<file path="src/rtl/sdram_client_pkg.sv">
// Shared types and helpers for SDRAM client ports that use the toggle req/ack handshake.
package sdram_client_pkg;

  localparam int unsigned AW_DEF = 23;
  localparam int unsigned DW     = 16;

  typedef enum logic [1:0] {
    ST_SYNC   = 2'd0,
    ST_IDLE   = 2'd1,
    ST_DEMAND = 2'd2,
    ST_PF     = 2'd3
  } state_t;

  // A request is outstanding whenever the two toggle levels differ.
  function automatic logic pending(input logic req, input logic ack);
    return req ^ ack;
  endfunction

endpackage

</file>
<file path="src/rtl/toggle_req_initiator.sv">
// Toggle-style request initiator: owns the req level and request address and
// reports completion of its own requests.
module toggle_req_initiator
  import sdram_client_pkg::*;
#(
  parameter int unsigned AW = AW_DEF
) (
  input  logic          clk,
  input  logic          reset,
  input  logic          sync,
  input  logic          issue,
  input  logic [AW-1:0] issue_a,
  input  logic          ack,
  output logic          req,
  output logic [AW-1:0] addr,
  output logic          pending_c,
  output logic          done_c
);

  logic busy;

  assign pending_c = pending(req, ack);
  // busy restricts completion to requests this block issued, so a stray ack is ignored
  assign done_c    = busy & ~pending_c;

  always_ff @(posedge clk or posedge reset) begin
    if (reset) begin
      req  <= 1'b0;
      addr <= '0;
      busy <= 1'b0;
    end else begin
      if (sync) begin
        req <= ack;
      end else if (issue) begin
        req  <= ~req;
        addr <= issue_a;
      end
      busy <= issue | (busy & pending_c);
    end
  end

endmodule

</file>
<file path="src/rtl/sdram_rom_prefetch.sv">
// ROM read client: turns a held CPU strobe into toggle requests, serves repeats
// from a one-word line and prefetches the next word after each fill.
module sdram_rom_prefetch
  import sdram_client_pkg::*;
#(
  parameter bit          PREFETCH = 1'b1,
  parameter int unsigned AW       = AW_DEF
) (
  input  logic          clk,
  input  logic          reset,
  input  logic          cpu_req,
  input  logic [AW-1:0] cpu_a,
  output logic [DW-1:0] cpu_q,
  output logic          cpu_ack,
  input  logic          invalidate,
  output logic          romrd_req,
  input  logic          romrd_ack,
  output logic [AW-1:0] romrd_a,
  input  logic [DW-1:0] romrd_q
);

  state_t        state, state_nx;
  logic          line_valid, line_valid_nx;
  logic [AW-1:0] line_tag, line_tag_nx;
  logic [DW-1:0] line_data, line_data_nx;
  logic          pf_discard, pf_discard_nx;
  logic          served, served_nx;
  logic [DW-1:0] cpu_q_nx;
  logic          cpu_ack_nx;

  logic          issue_c, sync_c, pending_c, done_c, creq_c, discard_c;
  logic [AW-1:0] issue_a_c;

  toggle_req_initiator #(.AW(AW)) u_init (
    .clk       (clk),
    .reset     (reset),
    .sync      (sync_c),
    .issue     (issue_c),
    .issue_a   (issue_a_c),
    .ack       (romrd_ack),
    .req       (romrd_req),
    .addr      (romrd_a),
    .pending_c (pending_c),
    .done_c    (done_c)
  );

  always_ff @(posedge clk or posedge reset) begin
    if (reset) begin
      state      <= ST_SYNC;
      cpu_q      <= '0;
      cpu_ack    <= 1'b0;
      line_valid <= 1'b0;
      line_tag   <= '0;
      line_data  <= '0;
      pf_discard <= 1'b0;
      served     <= 1'b0;
    end else begin
      state      <= state_nx;
      cpu_q      <= cpu_q_nx;
      cpu_ack    <= cpu_ack_nx;
      line_valid <= line_valid_nx;
      line_tag   <= line_tag_nx;
      line_data  <= line_data_nx;
      pf_discard <= pf_discard_nx;
      served     <= served_nx;
    end
  end

  // served blocks a second ack until the CPU has dropped its strobe
  assign creq_c    = cpu_req & ~served;
  assign discard_c = pf_discard | invalidate;

  always_comb begin
    state_nx      = state;
    cpu_q_nx      = cpu_q;
    cpu_ack_nx    = 1'b0;
    line_valid_nx = line_valid & ~invalidate;
    line_tag_nx   = line_tag;
    line_data_nx  = line_data;
    pf_discard_nx = pf_discard;
    served_nx     = served & cpu_req;
    issue_c       = 1'b0;
    issue_a_c     = romrd_a;
    sync_c        = 1'b0;

    case (state)
      ST_SYNC: begin
        sync_c   = 1'b1;
        state_nx = ST_IDLE;
      end

      ST_IDLE: begin
        if (creq_c) begin
          if (line_valid && !invalidate && line_tag == cpu_a) begin
            cpu_q_nx   = line_data;
            cpu_ack_nx = 1'b1;
            served_nx  = 1'b1;
          end else if (!pending_c) begin
            issue_c       = 1'b1;
            issue_a_c     = cpu_a;
            pf_discard_nx = 1'b0;
            state_nx      = ST_DEMAND;
          end
        end
      end

      ST_DEMAND: begin
        if (invalidate) pf_discard_nx = 1'b1;
        if (done_c) begin
          cpu_q_nx      = romrd_q;
          cpu_ack_nx    = 1'b1;
          served_nx     = 1'b1;
          pf_discard_nx = 1'b0;
          state_nx      = ST_IDLE;
          // stale-by-invalidate data goes to the CPU but never into the line
          if (!discard_c) begin
            line_valid_nx = 1'b1;
            line_tag_nx   = romrd_a;
            line_data_nx  = romrd_q;
            if (PREFETCH) begin
              issue_c   = 1'b1;
              issue_a_c = romrd_a + AW'(1);
              state_nx  = ST_PF;
            end
          end
        end
      end

      ST_PF: begin
        if (invalidate) pf_discard_nx = 1'b1;
        if (done_c) begin
          pf_discard_nx = 1'b0;
          if (!discard_c) begin
            line_valid_nx = 1'b1;
            line_tag_nx   = romrd_a;
            line_data_nx  = romrd_q;
          end
          if (creq_c && cpu_a == romrd_a && !discard_c) begin
            cpu_q_nx   = romrd_q;
            cpu_ack_nx = 1'b1;
            served_nx  = 1'b1;
            issue_c    = 1'b1;
            issue_a_c  = romrd_a + AW'(1);
          end else if (creq_c) begin
            issue_c   = 1'b1;
            issue_a_c = cpu_a;
            state_nx  = ST_DEMAND;
          end else begin
            state_nx = ST_IDLE;
          end
        end
      end

      default: state_nx = ST_SYNC;
    endcase
  end

endmodule
</file>
<file path="config.mk">
export PLATFORM = sky130hd
export DESIGN_NAME = sdram_rom_prefetch
export DESIGN_NICKNAME = d
export VERILOG_FILES = /design/src/rtl/sdram_client_pkg.sv /design/src/rtl/toggle_req_initiator.sv /design/src/rtl/sdram_rom_prefetch.sv
export SDC_FILE = /design/constraint.sdc
export NUM_CORES = 1
export LEC_CHECK = 0
export ABC_CLOCK_PERIOD_IN_PS = 3340
export BUFFER_PORTS_ARGS = -buffer_cell sky130_fd_sc_hd__buf_2
export CORE_UTILIZATION = 56
export CTS_CLUSTER_SIZE = 28
export DETAILED_ROUTE_END_ITERATION = 6
export PLACE_DENSITY = 0.87
export SLEW_MARGIN = 25
export SYNTH_ARGS = -nofsm -noshare
export SYNTH_HDL_FRONTEND = slang
export SYNTH_SLANG_ARGS = --single-unit
</file>
<file path="constraint.sdc">
create_clock -name clk -period 3.34 [get_ports clk]
set_clock_uncertainty 0.2 [all_clocks]
set_input_delay 0.668 -clock clk [delete_from_list [all_inputs] [get_ports clk]]
set_output_delay 0.668 -clock clk [all_outputs]
set_load 0.005 [all_outputs]
</file>
==> results of run 1 <==
==> cells by family (layout without fill, tap and decap cells) <==
group / after synthesis / count (layout) / share of synthesized area (%)
and+or+nand+nor: 91 / 91 / 11.0
adders and majority gates: 1 / 1 / 0.259
DFF: 86 / 86 / 44.6
AOI/OAI and AO/OA: 63 / 63 / 8.82
xor gates and xnor gates: 48 / 48 / 8.72
buffers and inverters: 48 / 133 / 4.36
muxes: 94 / 94 / 22.2
==> registers in the layout (all words and copies together) (netlist names) <==
register	cells
cpu_ack	1
cpu_q	16
line_data	16
line_tag	23
line_valid	1
pf_discard	1
served	1
state	2
u_init.addr	23
u_init.busy	1
u_init.req	1
==> final timing paths <==
kind | cells after the start | slack (ns) | from | end
min | 2 | 0.20 | reset | cpu_q[0]
max in group asynchronous | 3 | 2.06 | reset | line_tag[20]
max reg2reg | 7 | 0.49 | u_init.addr[6] | u_init.addr[3]
min reg2reg | 1 | 0.31 | cpu_q[1] | cpu_q[1]
min in group clk | 1 | 0.31 | cpu_q[1] | cpu_q[1]
max | 7 | 0.49 | u_init.addr[6] | u_init.addr[3]
==> worst reg2reg max path: cells and delay by family (launching register included) <==
family / cells / cell delay (ns)
buf+inv: 1 / 0.34
xor+xnor: 1 / 0.32
mux: 1 / 0.13
compound gates: 2 / 0.62
flops: 1 / 0.48
simple gates: 2 / 0.67
==> metal layers <==
metal / vias up / global-route usage (%)
met5: - / 0
li1: 1688 / -
met4: 0 / 12.6
met2: 163 / 40.7
met1: 1803 / 32.7
met3: 31 / 4.99
==> area by class of cell <==
cell class                      count  area (um^2)
Tap cell                          105          131
Timing Repair Buffer               93          500
Clock buffer                       11          141
Clock inverter                      4         47.5
Sequential cell                    86         2150
Multi-Input combinational cell    297         2470
Fill cell                         627         2720
Inverter                           25         95.1
==> report_power, final <==
part | internal, mW | switching, mW
Combinational | 0.955 | 0.814
Sequential | 1.45 | 0.476
Clock | 0.360 | 0.361
Total | 2.76 | 1.65
==> per-stage QoR <==
stage                     hold slack (ns)  std cells  area (um^2)  total power [mW]
after floorplan                     0.261        431         4820              3.10
after global placement              0.285        606         5350              3.59
after detailed placement            0.290        606         5350              3.69
after CTS                           0.208        621         5540              4.42
after global routing                0.262        621         5540              4.68
final                               0.196        621         5540              4.41
==> cells in the mapped netlist (all sizes together) (2+ instances only) <==
cell and n:
a22oi 16, and4 4, dfrtp 86, inv 25
clkbuf 10, nand2 15, nand4 13, a22o 5
a21oi 6, mux2i 17, nor2 15, a31oi 4
or3 2, xnor2 46, xor2 2, nand3 12
mux2 77, nor4 4, a21o 2, o21ai 23
buf 13, nor3 8, and3 7, and2 5
nand3b 2
==> flow_summary.json, run 1 <==
{
  "setup_violations": 0,
  "post_cts_buffers": 0,
  "total_leakage_power_nw": 2.65,
  "ir_worst_vdd_mv": 0.360,
  "yosysTopAreaCell": "dfrtp_1",
  "yosysSeqAreaShare_pct": 44.6,
  "worstPathBufferInverterCount": 1,
  "status": "complete, no violations",
  "wl_mm": 10.9,
  "vias": 3685,
  "required_ns": 3.41,
  "synth_edf_count": 0,
  "worstSkewPairLatency_ns": 0.35,
  "rsz0062_at_grt": "no",
  "cp.arrival_ns": 2.91,
  "postSynthCellCount": 431,
  "start_util_pct": 58.4,
  "io_pins": 85,
  "antenna_cells": 0,
  "ys_types": 44,
  "top_layer_used": "met4",
  "grt_pass1_vias": 3626,
  "worstPathCellList": "xnor2_1 -> nand4_1 -> nor4_4 -> a31oi_4 -> buf_4 -> mux2i_1 -> a22oi_1",
  "crit_family": "simple AND/OR/NAND/NOR gates",
  "row_count": 33,
  "fin_nets": 557,
  "gr-total-overflow": 0,
  "final_cell_mix": "dfrtp_1, buf_2, mux2_2, xnor2_1, inv_1",
  "dieHeight_um": 94.8,
  "port-buffer-count": 84,
  "place.gp.congestion": 0.846,
  "cts-root-buf": "clkbuf_8",
  "path_class": "register to register",
  "tightestPinTransition_ns": 0.850,
  "route.met2.wl_mm": 5.15,
  "fin_crit_sh_pct": 85.2,
  "layout_setup_ws_ns": 0.494,
  "p_per_area_nw_per_um2": 797,
  "vias_per_cell": 5.93,
  "finalSetupTns_ns": 0,
  "ctsHoldBuffers": 0,
  "cts_tree": "yes",
  "cts_buffers": 9,
  "htreeDepth": 3,
  "max_slew_margin_pct": 43.3,
  "yosys.area.top_type_share_pct": 44.6,
  "antenna_found_initial": 1,
  "ys_top_cells_by_area": "dfrtp_1, mux2_2, xnor2_1, mux2i_1, mux2_4",
  "critPathMaxStageDelay_ns": 0.48,
  "coreArea_um2": 8260,
  "clkTransAtPathRegs_ns": 0.09,
  "pre_cts_slack_ns": 0.213,
  "max_clock_freq_mhz": 351,
  "dieArea_um2": 8980,
  "period_minus_slack_ns": 2.85,
  "worstPathMaxFanout": 27,
  "cts_resized": 0,
  "drtIter0Drc": 196,
  "dp.final_hpwl_mm": 7.94,
  "grt_max_degree": 48,
  "grt_usage_pct": 25.4,
  "slew_viol_final": 0,
  "cap_violations": 0,
  "first_pass_iters": 4,
  "final_util_pct": 67.0,
  "wl_met1_mm": 4.64,
  "wl_met3_um": 800,
  "die_w_um": 94.8,
  "drive_gt1_share_pct": 37.8,
  "synthArstFlopShare_pct": 100,
  "synth_ff_type": "dfrtp_1",
  "cts_buffer_depth": 2,
  "syn-num-nets": 476,
  "hold_viol": 0,
  "final_common_cell": "dfrtp_1",
  "yosys_warnings": 0,
  "cp-end-kind": "register",
  "antenna_left": 0,
  "grt_pass1_wl_mm": 17.5,
  "hold_path.class": "primary input to asynchronous set/reset pin",
  "drc": 0,
  "synth_area_um2": 4820,
  "crit_slowest_cell": "dfrtp_1",
  "area_growth_pct": 14.8,
  "cp-start-kind": "register",
  "avgSynthCellArea_um2": 11.2,
  "ys_ff_latch": 86,
  "cts.sinks": 86,
  "wire_per_inst_um": 17.6
}
Note: power is estimated with default switching activity, not from simulation.
==> run 2, diff against run 1 <==
--- a/config.mk
+++ b/config.mk
@@ -16,2 +16,3 @@
 export SYNTH_HDL_FRONTEND = slang
 export SYNTH_SLANG_ARGS = --single-unit
+export TNS_END_PERCENT = 1
==> constraint.sdc (replaced) <==
create_clock -name clk -period 3.34 [get_ports clk]
set_clock_uncertainty 0.2 [all_clocks]
set_input_delay 0.501 -clock clk [delete_from_list [all_inputs] [get_ports clk]]
set_output_delay 0.501 -clock clk [all_outputs]
set_load 0.005 [all_outputs]
==> run 2 against run 1 <==
Compared with the run above: sequential power about the same; utilization up 0.20 points; via count up 0.60%; global-route usage is 0.72 points higher; first-iteration DRC count grew 7.1%; highest routed layer unchanged; combinational power about the same; hold slack got worse by 0.15 ns; wire length up 0.39%.
==> flow_summary.json, run 2 (synthesis gave the netlist of run 1 again) <==
{
  "required_ns": 3.38,
  "final_common_cell": "dfrtp_1",
  "cts.sinks": 86,
  "pre_cts_slack_ns": 0.292,
  "crit_slowest_cell": "o32a_1",
  "cp-end-kind": "register",
  "dieArea_um2": 8980,
  "max_slew_margin_pct": 32.7,
  "grt.busiest_layer": "met2",
  "wire_per_inst_um": 17.6,
  "clkTransAtPathRegs_ns": 0.09,
  "gr-total-overflow": 0,
  "fin_crit_sh_pct": 86.9,
  "start_util_pct": 58.4,
  "first_pass_iters": 4,
  "dp.final_hpwl_mm": 8.09,
  "placed_area_um2": 5350,
  "place.gp.congestion": 0.841,
  "antenna_found_initial": 0,
  "antenna_left": 0,
  "total_leakage_power_nw": 2.66,
  "critPathMaxStageDelay_ns": 0.54,
  "ctsHoldBuffers": 0,
  "cts_buffer_depth": 2,
  "final_cell_mix": "dfrtp_1, buf_2, mux2_2, xnor2_1, inv_1",
  "r2r_cells": 6,
  "rsz0062_at_grt": "no",
  "port-buffer-count": 84,
  "use_met3_pct": 7.57,
  "worstPathCellList": "xnor2_1 -> nand4_1 -> nor4_4 -> a21boi_2 -> o32a_1 -> mux2_4",
  "slew_viol_final": 0,
  "p_per_area_nw_per_um2": 802,
  "grt_pass1_wl_mm": 17.9,
  "area_growth_pct": 15.2,
  "htreeDepth": 3,
  "setup_violations": 0,
  "cp-startpoint": "u_init.addr[12]",
  "worstPathMaxFanout": 17,
  "cts-root-buf": "clkbuf_8",
  "crit_family": "simple AND/OR/NAND/NOR gates",
  "crit-reg2reg-capture": "cpu_q[9]",
  "cts_buffers": 9,
  "die_w_um": 94.8,
  "drc": 0,
  "cts_tree": "yes",
  "io_pins": 85,
  "status": "complete, no violations",
  "cp-start-kind": "register",
  "worstSkewPairLatency_ns": 0.35,
  "fillers": 648,
  "met1_usage_pct": 33.3,
  "grt_use_met2_pct": 42.1,
  "grt_pass1_vias": 3685,
  "rrSetupSlack_ns": 0.44,
  "worstPathBufferInverterCount": 0,
  "cts_resized": 0,
  "row_count": 33,
  "drtIter0Drc": 210,
  "wl_mm": 11.0,
  "drive_gt1_share_pct": 38.2,
  "path_class": "register to register",
  "grt_usage_pct": 26.1,
  "post_cts_buffers": 0,
  "period_minus_slack_ns": 2.90,
  "max_clock_freq_mhz": 344,
  "hold_path.class": "primary input to asynchronous set/reset pin",
  "fin_nets": 558,
  "cap_violations": 0,
  "ir_worst_vdd_mv": 0.403,
  "cp.arrival_ns": 2.94,
  "tightestPinTransition_ns": 1.01,
  "dieHeight_um": 94.8,
  "layout_setup_ws_ns": 0.437,
  "vias": 3707,
  "r2r-start": "u_init.addr[12]",
  "antenna_cells": 0,
  "postLayoutCellArea_um2": 5550,
  "reg_top3": "line_tag: 23 flops, u_init.addr: 23 flops",
  "coreArea_um2": 8260,
  "finalSetupTns_ns": 0,
  "hold_viol": 0,
  "vias_per_cell": 5.95,
  "grt_max_degree": 46
}
[run 2: changes by cell type in the layout (fill, tap and decap cells not counted), sizes merged]
cell and change:
buf +1, clkbuf -2, clkinv +2, inv +1
[run 2: worst max-delay path by stage]
| stage | end | slack, ns | cells past startpoint |
|---|---|---|---|
| final | cpu_q[9] | 0.44 | 6 |
| after global routing | cpu_q[9] | 0.34 | 6 |
| after CTS | cpu_q[9] | 0.44 | 6 |
| after detailed placement | cpu_q[9] | 0.29 | 7 |
| after global placement | cpu_q[5] | 0.34 | 7 |
| after floorplan | cpu_ack | 0.42 | 1 |
[run 2: final cells by class]
type	count	area, um^2	share of cell area (%)
clock inverters	7	73.8	1.33
inverters	25	95.1	1.71
well taps	105	131	2.37
clock buffers	9	124	2.23
flip-flops and latches	86	2150	38.8
repair buffers	94	508	9.15
multi-input cells	297	2470	44.4
[run 2: routing by layer]
metal / vias to the layer above / routed length [um]
met1: 1843 / 4600
met4: 0 / 274
met3: 23 / 772
met5: - / 0
met2: 144 / 5340
li1: 1697 / -
[run 2: power breakdown]
group	leakage (nW)	switching (mW)	internal (mW)
Clock	0.0996	0.384	0.348
Combinational	1.47	0.829	0.973
Sequential	1.09	0.471	1.45
[run 2: worst register-to-register path, cell delays in order, from the launching register on]
cell      delay, ns
dfrtp_1        0.46
xnor2_1        0.31
nand4_1        0.23
nor4_4         0.50
a21boi_2       0.11
o32a_1         0.54
mux2_4         0.44
[run 2: through the flow]
stage,utilization [%],hold WS (ns),power (mW),std cells
2_1_floorplan,-,0.261,3.10,431
3_3_place_gp,64.8,0.285,3.62,607
3_5_place_dp,64.8,0.288,3.72,607
4_1_cts,67.2,0.0561,4.47,623
5_1_grt,67.2,0.0935,4.74,623
6_report,67.2,0.0416,4.45,623
